File: src/rtl/emg_tdm_sched.sv
// emg_tdm_sched: time-multiplexed scheduler sharing one hp/lp EMG filter among NCH channels
//   clk          system clock
//   reset        synchronous active-high reset
//   tick         frame strobe; latches i_spk_cnt and starts a frame when idle
//   i_spk_cnt    packed spike counts, channel k at [k*(NN+1) +: NN+1]
//   clr_state    zero every channel's hp/lp state (only acted on while idle)
//   busy         high whenever a frame is in progress
//   emg_out      signed 18-bit EMG sample for channel emg_ch
//   emg_valid    one-cycle qualifier for emg_out/emg_ch
//   emg_ch       channel of the current emg_out
//   frame_done   one-cycle pulse alongside the last channel's sample
//   overrun_cnt  saturating count of ticks dropped while busy
// Build option EMG_SAT_EN: saturate emg_out instead of truncating the 36-bit difference.
module emg_tdm_sched #(
    parameter int NCH = 4,
    parameter int NN  = 8,
    parameter int CHW = (NCH > 1) ? $clog2(NCH) : 1
) (
    input  logic                    clk,
    input  logic                    reset,
    input  logic                    tick,
    input  logic [NCH*(NN+1)-1:0]   i_spk_cnt,
    input  logic                    clr_state,
    output logic                    busy,
    output logic signed [17:0]      emg_out,
    output logic                    emg_valid,
    output logic [CHW-1:0]          emg_ch,
    output logic                    frame_done,
    output logic [7:0]              overrun_cnt
);
    typedef enum logic [1:0] {IDLE, RD, WR, DONE} state_t;
    state_t state;
    logic [CHW-1:0] ch;
    logic [NN:0] cnt_lat [NCH];
    logic signed [35:0] hp_mem [NCH];
    logic signed [35:0] lp_mem [NCH];
    logic signed [35:0] hp_op, lp_op;
    logic [NN:0] cnt_op;
    logic signed [35:0] stim, hp_nx, lp_nx, diff;
    logic signed [17:0] emg_nx;
    localparam logic signed [35:0] SMAX = 36'sd131071;
    localparam logic signed [35:0] SMIN = -36'sd131072;
    assign stim  = 36'(cnt_op) << 8;
    assign hp_nx = hp_op + (stim >>> 4) - (hp_op >>> 4);
    assign lp_nx = lp_op - (lp_op >>> 2) + (stim >>> 2);
    assign diff  = lp_nx - hp_nx;
`ifdef EMG_SAT_EN
    assign emg_nx = (diff > SMAX) ? 18'sh1FFFF : (diff < SMIN) ? 18'sh20000 : diff[17:0];
`else
    assign emg_nx = diff[17:0];
`endif
    always_ff @(posedge clk) begin
        if (reset) begin
            state       <= IDLE;
            ch          <= '0;
            busy        <= 1'b0;
            emg_valid   <= 1'b0;
            frame_done  <= 1'b0;
            emg_out     <= '0;
            emg_ch      <= '0;
            overrun_cnt <= '0;
            for (int k = 0; k < NCH; k++) begin
                hp_mem[k] <= '0;
                lp_mem[k] <= '0;
            end
        end else begin
            emg_valid  <= 1'b0;
            frame_done <= 1'b0;
            // every state but IDLE drops ticks, DONE included
            if (tick && state != IDLE && overrun_cnt != 8'hFF)
                overrun_cnt <= overrun_cnt + 8'd1;
            case (state)
                IDLE: begin
                    // clearing and starting in the same cycle is safe: RD reads a cycle later
                    if (clr_state)
                        for (int k = 0; k < NCH; k++) begin
                            hp_mem[k] <= '0;
                            lp_mem[k] <= '0;
                        end
                    if (tick) begin
                        for (int k = 0; k < NCH; k++)
                            cnt_lat[k] <= i_spk_cnt[k*(NN+1) +: NN+1];
                        ch    <= '0;
                        busy  <= 1'b1;
                        state <= RD;
                    end
                end
                RD: begin
                    hp_op  <= hp_mem[ch];
                    lp_op  <= lp_mem[ch];
                    cnt_op <= cnt_lat[ch];
                    state  <= WR;
                end
                WR: begin
                    hp_mem[ch] <= hp_nx;
                    lp_mem[ch] <= lp_nx;
                    emg_out    <= emg_nx;
                    emg_ch     <= ch;
                    emg_valid  <= 1'b1;
                    if (ch == CHW'(NCH - 1)) begin
                        frame_done <= 1'b1;
                        state      <= DONE;
                    end else begin
                        ch    <= ch + CHW'(1);
                        state <= RD;
                    end
                end
                DONE: begin
                    busy  <= 1'b0;
                    state <= IDLE;
                end
            endcase
        end
    end
endmodule

File: config.mk
export PLATFORM = sky130hd
export DESIGN_NAME = emg_tdm_sched
export DESIGN_NICKNAME = d
export VERILOG_FILES = /design/src/rtl/emg_tdm_sched.sv
export SDC_FILE = /design/constraint.sdc
export NUM_CORES = 1
export LEC_CHECK = 0
export CORE_UTILIZATION = 24
export DETAILED_ROUTE_END_ITERATION = 8
export GPL_TIMING_DRIVEN = 0
export REMOVE_ABC_BUFFERS = 1
export SETUP_SLACK_MARGIN = 0.15
export SYNTH_ARGS = -nofsm -noshare
export SYNTH_HDL_FRONTEND = slang
export SYNTH_SLANG_ARGS = --single-unit
File: constraint.sdc
create_clock -name clk -period 9.35 [get_ports clk]
set_input_delay 1.87 -clock clk [delete_from_list [all_inputs] [get_ports clk]]
set_output_delay 1.87 -clock clk [all_outputs]
set_load 0.02 [all_outputs]
==> reports/qor.yml, run 1 <==
drv_slew: 0
cts_buffers: 49
num_antenna_cells: 0
die_x_um: 312
finalHoldViolCount: 0
drc: 0
via_per_inst: 4.60
die_area_um2: 97500
path_delay_family: "compound AO/OA/AOI/OAI gates"
grt-busiest-layer: "met2"
clkSlewWorstSetupHoldPaths_ns: 0.06
ys_types: 80
fin_crit_sh_pct: 54.4
dp_hpwl_um: 38200
use_met3_pct: 1.43
core_area_um2: 95200
syn_inst: 1858
multi_input_comb_area_um2: 9490
worst-path-max-fanout: 5
cts_sinks: 440
end_kind: "flop"
fin_cells: 3246
place_area_um2: 25800
io_pins: 71
htreeDepth: 2
area_delta_synth_final_pct: 18.7
ctsResizeCount: 0
min_path_type: "reg -> reg"
dp.cells: 3155
cap_violations: 0
cts_tree: "done"
layout.nets: 2144
synth_edf_count: 405
setup_viol: 0
ys.warnings.count: 0
place_congestion: 0.839
antenna_found_initial: 0
drt_iter0_drc: 887
p_per_area_nw_per_um2: 185
start_util_pct: 24.3
ys_seq_area_share_pct: 55.7
grt-ovfl-total: 0
start_kind: "flop"
clock_latency_ns: 0.59
p_leak_nw: 10.6
min_period_ns: 5.09
drive_gt1_share_pct: 11.2
skew_ns: 0.0178
grt_usage_pct: 11.3
design_area_um2: 27400
vias: 14900
met2_usage_pct: 18.7
grt_pass1_wl_um: 86300
wl_per_cell_um: 17.1
syn_area_um2: 23100
slowest_delay_ns: 0.50
grt_max_degree: 51
relSlewSlack_pct: 29.9
post_cts_buffers: 0
fmax_mhz: 196
die_height_um: 312
rsz0062_at_grt: "false"
syn_area_per_cell_um2: 12.4
crit_required_ns: 9.83
synthArstFlopShare_pct: 0
row_count: 113
met1_usage_pct: 15.1
path_buf_inv: 2
first_pass_iters: 5
worstPathCellList: "inv_1 > fa_1 > ha_1 > or3_1 > o2111a_1 > or2_2 > a31oi_1 > xor2_1 > inv_1 > ha_1 > and2_1 > and3_1 > o211ai_1 > a211oi_1 > o31a_1 > xnor3_1 > a21o_1"
tns_ns: 0
tightest_slew_ns: 1.04
hold_ws_ns: 0.449
status: "complete, no violations"
root_buffer: "clkbuf_16"
ys_seq_elements: 440
synthFlopType: "edfxtp_1"
clockBufferDepth: 3
ant_nets: 0
max-vdd-ir-drop_mv: 0.129
ctsHoldBuffers: 0
fillerInstances: 9615
grt_pass1_vias: 15000
routed_wl_um: 55600
worstSetupPathType: "reg -> reg"
io_buffers: 70
ff_latch_area_um2: 12900
cp_slowest_cell: "xor2_1"
worstPathArrival_ns: 5.57
[area by class of cell]
cell class,count,share of cell area (%)
Clock inverter,17,0.634
Sequential cell,440,46.9
Inverter,148,2.03
Multi-Input combinational cell,1199,34.6
Clock buffer,74,5.11
Tap cell,1265,5.77
Timing Repair Buffer,103,4.89
[placed cells by master (no fill, tap or decap), drive strengths merged, types with 12 or more instances in the layout]
cell type,count
clkbuf,74
o211ai,15
mux4,81
a211oi,16
ha,142
nor2,299
and2,20
edfxtp,405
fa,21
buf,34
dfxtp,35
a21o,42
nand2,89
inv,147
xnor2,33
clkinv,14
or3,12
nand3,17
nor2b,17
and3,17
nor3,38
o21ai,55
clkdlybuf4s50,69
nand2b,17
xor2,29
a21oi,84
[layer usage]
metal | vias up | part of all wire, %
met5 | - | 0
met4 | 0 | 2.8
met3 | 88 | 4.8
met2 | 338 | 47
met1 | 7457 | 45
li1 | 7050 | -
[metrics by stage]
step	total power [W]	utilization, %	setup WS, ns
2_1_floorplan	0.00295	-	-0.394
3_3_place_gp	0.00323	26.4	-7.69
3_5_place_dp	0.00322	27.2	4.24
4_1_cts	0.00511	28.8	4.21
5_1_grt	0.00528	28.8	3.99
6_report	0.00507	28.8	4.26
[worst min-delay path, delay by kind of cell (launching register included)]
kind            cells  cell delay, ns
flops               1            0.31
compound gates      1            0.05
simple gates        1            0.05
[power breakdown]
| part | leakage (nW) | total, W | internal, W | switching [W] |
|---|---|---|---|---|
| logic | 5.37 | 0.000875 | 0.000350 | 0.000525 |
| registers | 4.51 | 0.00231 | 0.00227 | 0.0000407 |
| clock network | 0.763 | 0.00189 | 0.00112 | 0.000775 |
[state kept, by name, indices dropped and copies added (netlist names), 2 cells and up]
name,cells
cnt_lat,36
cnt_op,9
state,2
emg_out,18
emg_ch,2
ch,2
lp_op,36
overrun_cnt,8
hp_mem,144
hp_op,36
lp_mem,144
[Yosys cell counts (5+ instances only)]
cell	count	share of area (%)
and3_1	17	0.46
mux2i_1	5	0.22
a211o_2	5	0.22
fa_1	21	1.8
or3_1	12	0.33
o21bai_1	5	0.16
inv_1	147	2.4
o211ai_1	15	0.49
ha_1	142	7.7
nand4_1	11	0.30
o31ai_1	10	0.33
buf_1	16	0.26
or2_2	6	0.16
o311ai_1	7	0.27
nor3_1	38	0.82
nor2_1	299	4.9
or4_1	6	0.20
nor3b_1	7	0.23
a31o_2	5	0.19
a211o_1	5	0.19
a211oi_1	15	0.49
mux4_2	81	7.9
clkbuf_1	54	0.88
o21a_1	10	0.33
o21ai_0	53	1.1
xor2_1	29	1.1
nor4_1	5	0.14
a21o_1	42	1.4
edfxtp_1	405	53
a31oi_1	7	0.19
nand2_1	88	1.4
a21oi_1	84	1.8
nor2b_1	17	0.46
nand2b_1	17	0.46
nand3_1	16	0.35
and2_1	19	0.51
xnor2_1	32	1.2
dfxtp_1	35	3.0
[cells by family after synthesis]
| kind of cell | after synthesis | synth area share (%) |
|---|---|---|
| fa+ha+maj | 163 | 9.51 |
| compound gates | 312 | 9.28 |
| flops | 440 | 55.7 |
| buf+inv | 219 | 3.59 |
| mux | 87 | 8.16 |
| xor+xnor | 63 | 2.48 |
| simple gates | 574 | 11.3 |
[final timing paths]
kind / from / endpoint / slack [ns] / cells after the start
worst max-delay path: lp_op[8] / emg_out[17] / 4.26 / 17
worst min-delay path: emg_out[11] / emg_out[11] / 0.45 / 2
worst max register to register: lp_op[8] / emg_out[17] / 4.26 / 17
worst min register to register: emg_out[11] / emg_out[11] / 0.45 / 2
No activity file was read; power rests on OpenSTA's default activity.
==> run 2: changes to the inputs <==
==> constraint.sdc (replaced) <==
create_clock -name clk -period 5.2 [get_ports clk]
set_input_delay 1.04 -clock clk [delete_from_list [all_inputs] [get_ports clk]]
set_output_delay 1.04 -clock clk [all_outputs]
set_load 0.02 [all_outputs]
==> run 2 against run 1 <==
Net effect: critical endpoint unchanged; flip-flop and latch count is the same; clock power grew 80%; die area unchanged; largest power group unchanged; final cell count is the same; register-to-register slack lost 3.9 ns; setup slack worse by 3.9 ns.
==> reports/qor.yml, run 2 (synthesis results as in run 1) <==
start_util_pct: 24.3
via_per_inst: 4.60
worst-r2r-cell-count: 17
num_antenna_cells: 0
reg.largest.list: "hp_mem x144, lp_mem x144"
p_switching_w: 0.00242
antenna_found_initial: 0
fmax_mhz: 206
cellInternalPower_w: 0.00671
p_leak_nw: 10.7
layout.nets: 2144
max-vdd-ir-drop_mv: 0.231
setup_viol: 0
wl_per_cell_um: 17.1
place_ws_ns: 0.0933
htreeDepth: 2
skew_ns: 0.0169
final_cell_mix: "405 x edfxtp_1, 298 x nor2_1, 147 x inv_1, 142 x ha_1"
vias: 14900
cts_tree: "done"
start_kind: "flop"
tightest_slew_ns: 1.04
cap_violations: 0
worstSetupPathType: "reg -> reg"
die_area_um2: 97500
io_pins: 71
cts_sinks: 440
grt_pass1_wl_um: 86300
min_path_type: "reg -> reg"
clkSlewWorstSetupHoldPaths_ns: 0.06
die_height_um: 312
core_area_um2: 95200
root_buffer: "clkbuf_16"
row_count: 113
grt_usage_pct: 11.3
comb_power_share_pct: 17.3
cts_buffers: 49
drt_iter0_drc: 938
p_seq_share_pct: 45.4
p_clk_share_pct: 37.3
die_x_um: 312
grt_max_degree: 51
crit_required_ns: 5.68
status: "complete, no violations"
dp.cells: 3155
clock_latency_ns: 0.59
place_congestion: 0.839
area_delta_synth_final_pct: 18.9
whs_path_depth: 2
layout_commonest_cell: "edfxtp_1"
grt-ovfl-total: 0
io_buffers: 70
end_kind: "flop"
dp_hpwl_um: 38200
finalHoldViolCount: 0
clockBufferDepth: 3
p_per_area_nw_per_um2: 333
worst-path-max-fanout: 5
worstPathArrival_ns: 5.33
grt_pass1_vias: 15000
switching_share_pct: 26.5
relSlewSlack_pct: 30.0
rsz0062_at_grt: "true"
min_period_ns: 4.85
ant_nets: 0
post_cts_buffers: 0
drv_slew: 0
fin_cells: 3246
fin_crit_sh_pct: 93.2
setup_slack_ns: 0.352
drc: 0
drive_gt1_share_pct: 11.5
routed_wl_um: 55700
first_pass_iters: 5
-- run 2: cell count changes in the layout (fill, tap and decap cells not counted) --
cell      before  now
o311ai_0       1    0
xor2_2         0    4
xor2_1        29   25
a211oi_2       1    2
o311ai_1       7    8
a211oi_1      15   14
xnor2_1       32   31
xnor2_2        1    2
-- run 2: worst max-delay path: stages, from the launching register on --
cell	delay [ns]
edfxtp_1	0.36
inv_1	0.20
fa_1	0.47
ha_1	0.25
or3_1	0.37
o2111a_1	0.17
or2_2	0.34
a31oi_1	0.26
xor2_2	0.35
inv_1	0.08
ha_1	0.32
and2_1	0.19
and3_1	0.17
o211ai_1	0.15
a211oi_2	0.33
o31a_1	0.22
xnor3_1	0.28
a21o_1	0.20
-- run 2: per-stage QoR --
| stage | hold WS, ns | setup TNS, ns | utilization, % | instance area (µm²) | power [W] |
|---|---|---|---|---|---|
| after floorplan | 0.524 | -1368.62 | - | 22800 | 0.00531 |
| after global placement | 0.441 | -5142.12 | 26.4 | 25100 | 0.00580 |
| after detailed placement | 0.444 | 0 | 27.2 | 25800 | 0.00579 |
| after CTS | 0.452 | 0 | 28.8 | 27400 | 0.00920 |
| after global routing | 0.473 | 0 | 28.9 | 27500 | 0.00951 |
| final | 0.450 | 0 | 28.9 | 27500 | 0.00913 |
-- run 2: power by group through the flow --
stage / Sequential (W) / Combinational (W) / Clock [W]
2_1_floorplan: 0.00425 / 0.00106 / 0
3_3_place_gp: 0.00431 / 0.00149 / 0
3_5_place_dp: 0.00423 / 0.00156 / 0
4_1_cts: 0.00415 / 0.00158 / 0.00347
5_1_grt: 0.00417 / 0.00174 / 0.00360
6_report: 0.00415 / 0.00158 / 0.00340
-- run 2: final cells by class --
class,count,area [µm²]
inverter,148,556
clock inverter,17,174
fill,9617,67700
sequential,440,12900
multi-input combinational,1199,9540
timing repair buffer,103,1340
tap,1265,1580
clock buffer,74,1400
-- run 2: layer usage --
| metal | up-vias | wire length (µm) | GRT usage, % |
|---|---|---|---|
| met1 | 7480 | 25100 | 15.1 |
| met2 | 338 | 26300 | 18.7 |
| li1 | 7041 | - | - |
| met4 | 0 | 1550 | 3.98 |
| met3 | 87 | 2660 | 1.43 |
| met5 | - | 0 | 0 |
-- run 2: final timing paths --
path                     from          end  slack (ns)
hold reg to reg   emg_out[11]  emg_out[11]        0.45
setup / recovery     lp_op[8]  emg_out[17]        0.35
setup reg to reg     lp_op[8]  emg_out[17]        0.35
hold / removal    emg_out[11]  emg_out[11]        0.45
-- run 2: repair_timing --
| item | in CTS | in global routing |
|---|---|---|
| hold endpoints to repair | 0 | 0 |
| resized for setup | 1 | 6 |
| hold buffers | 0 | 0 |
| setup endpoints to repair | 1 | 2 |
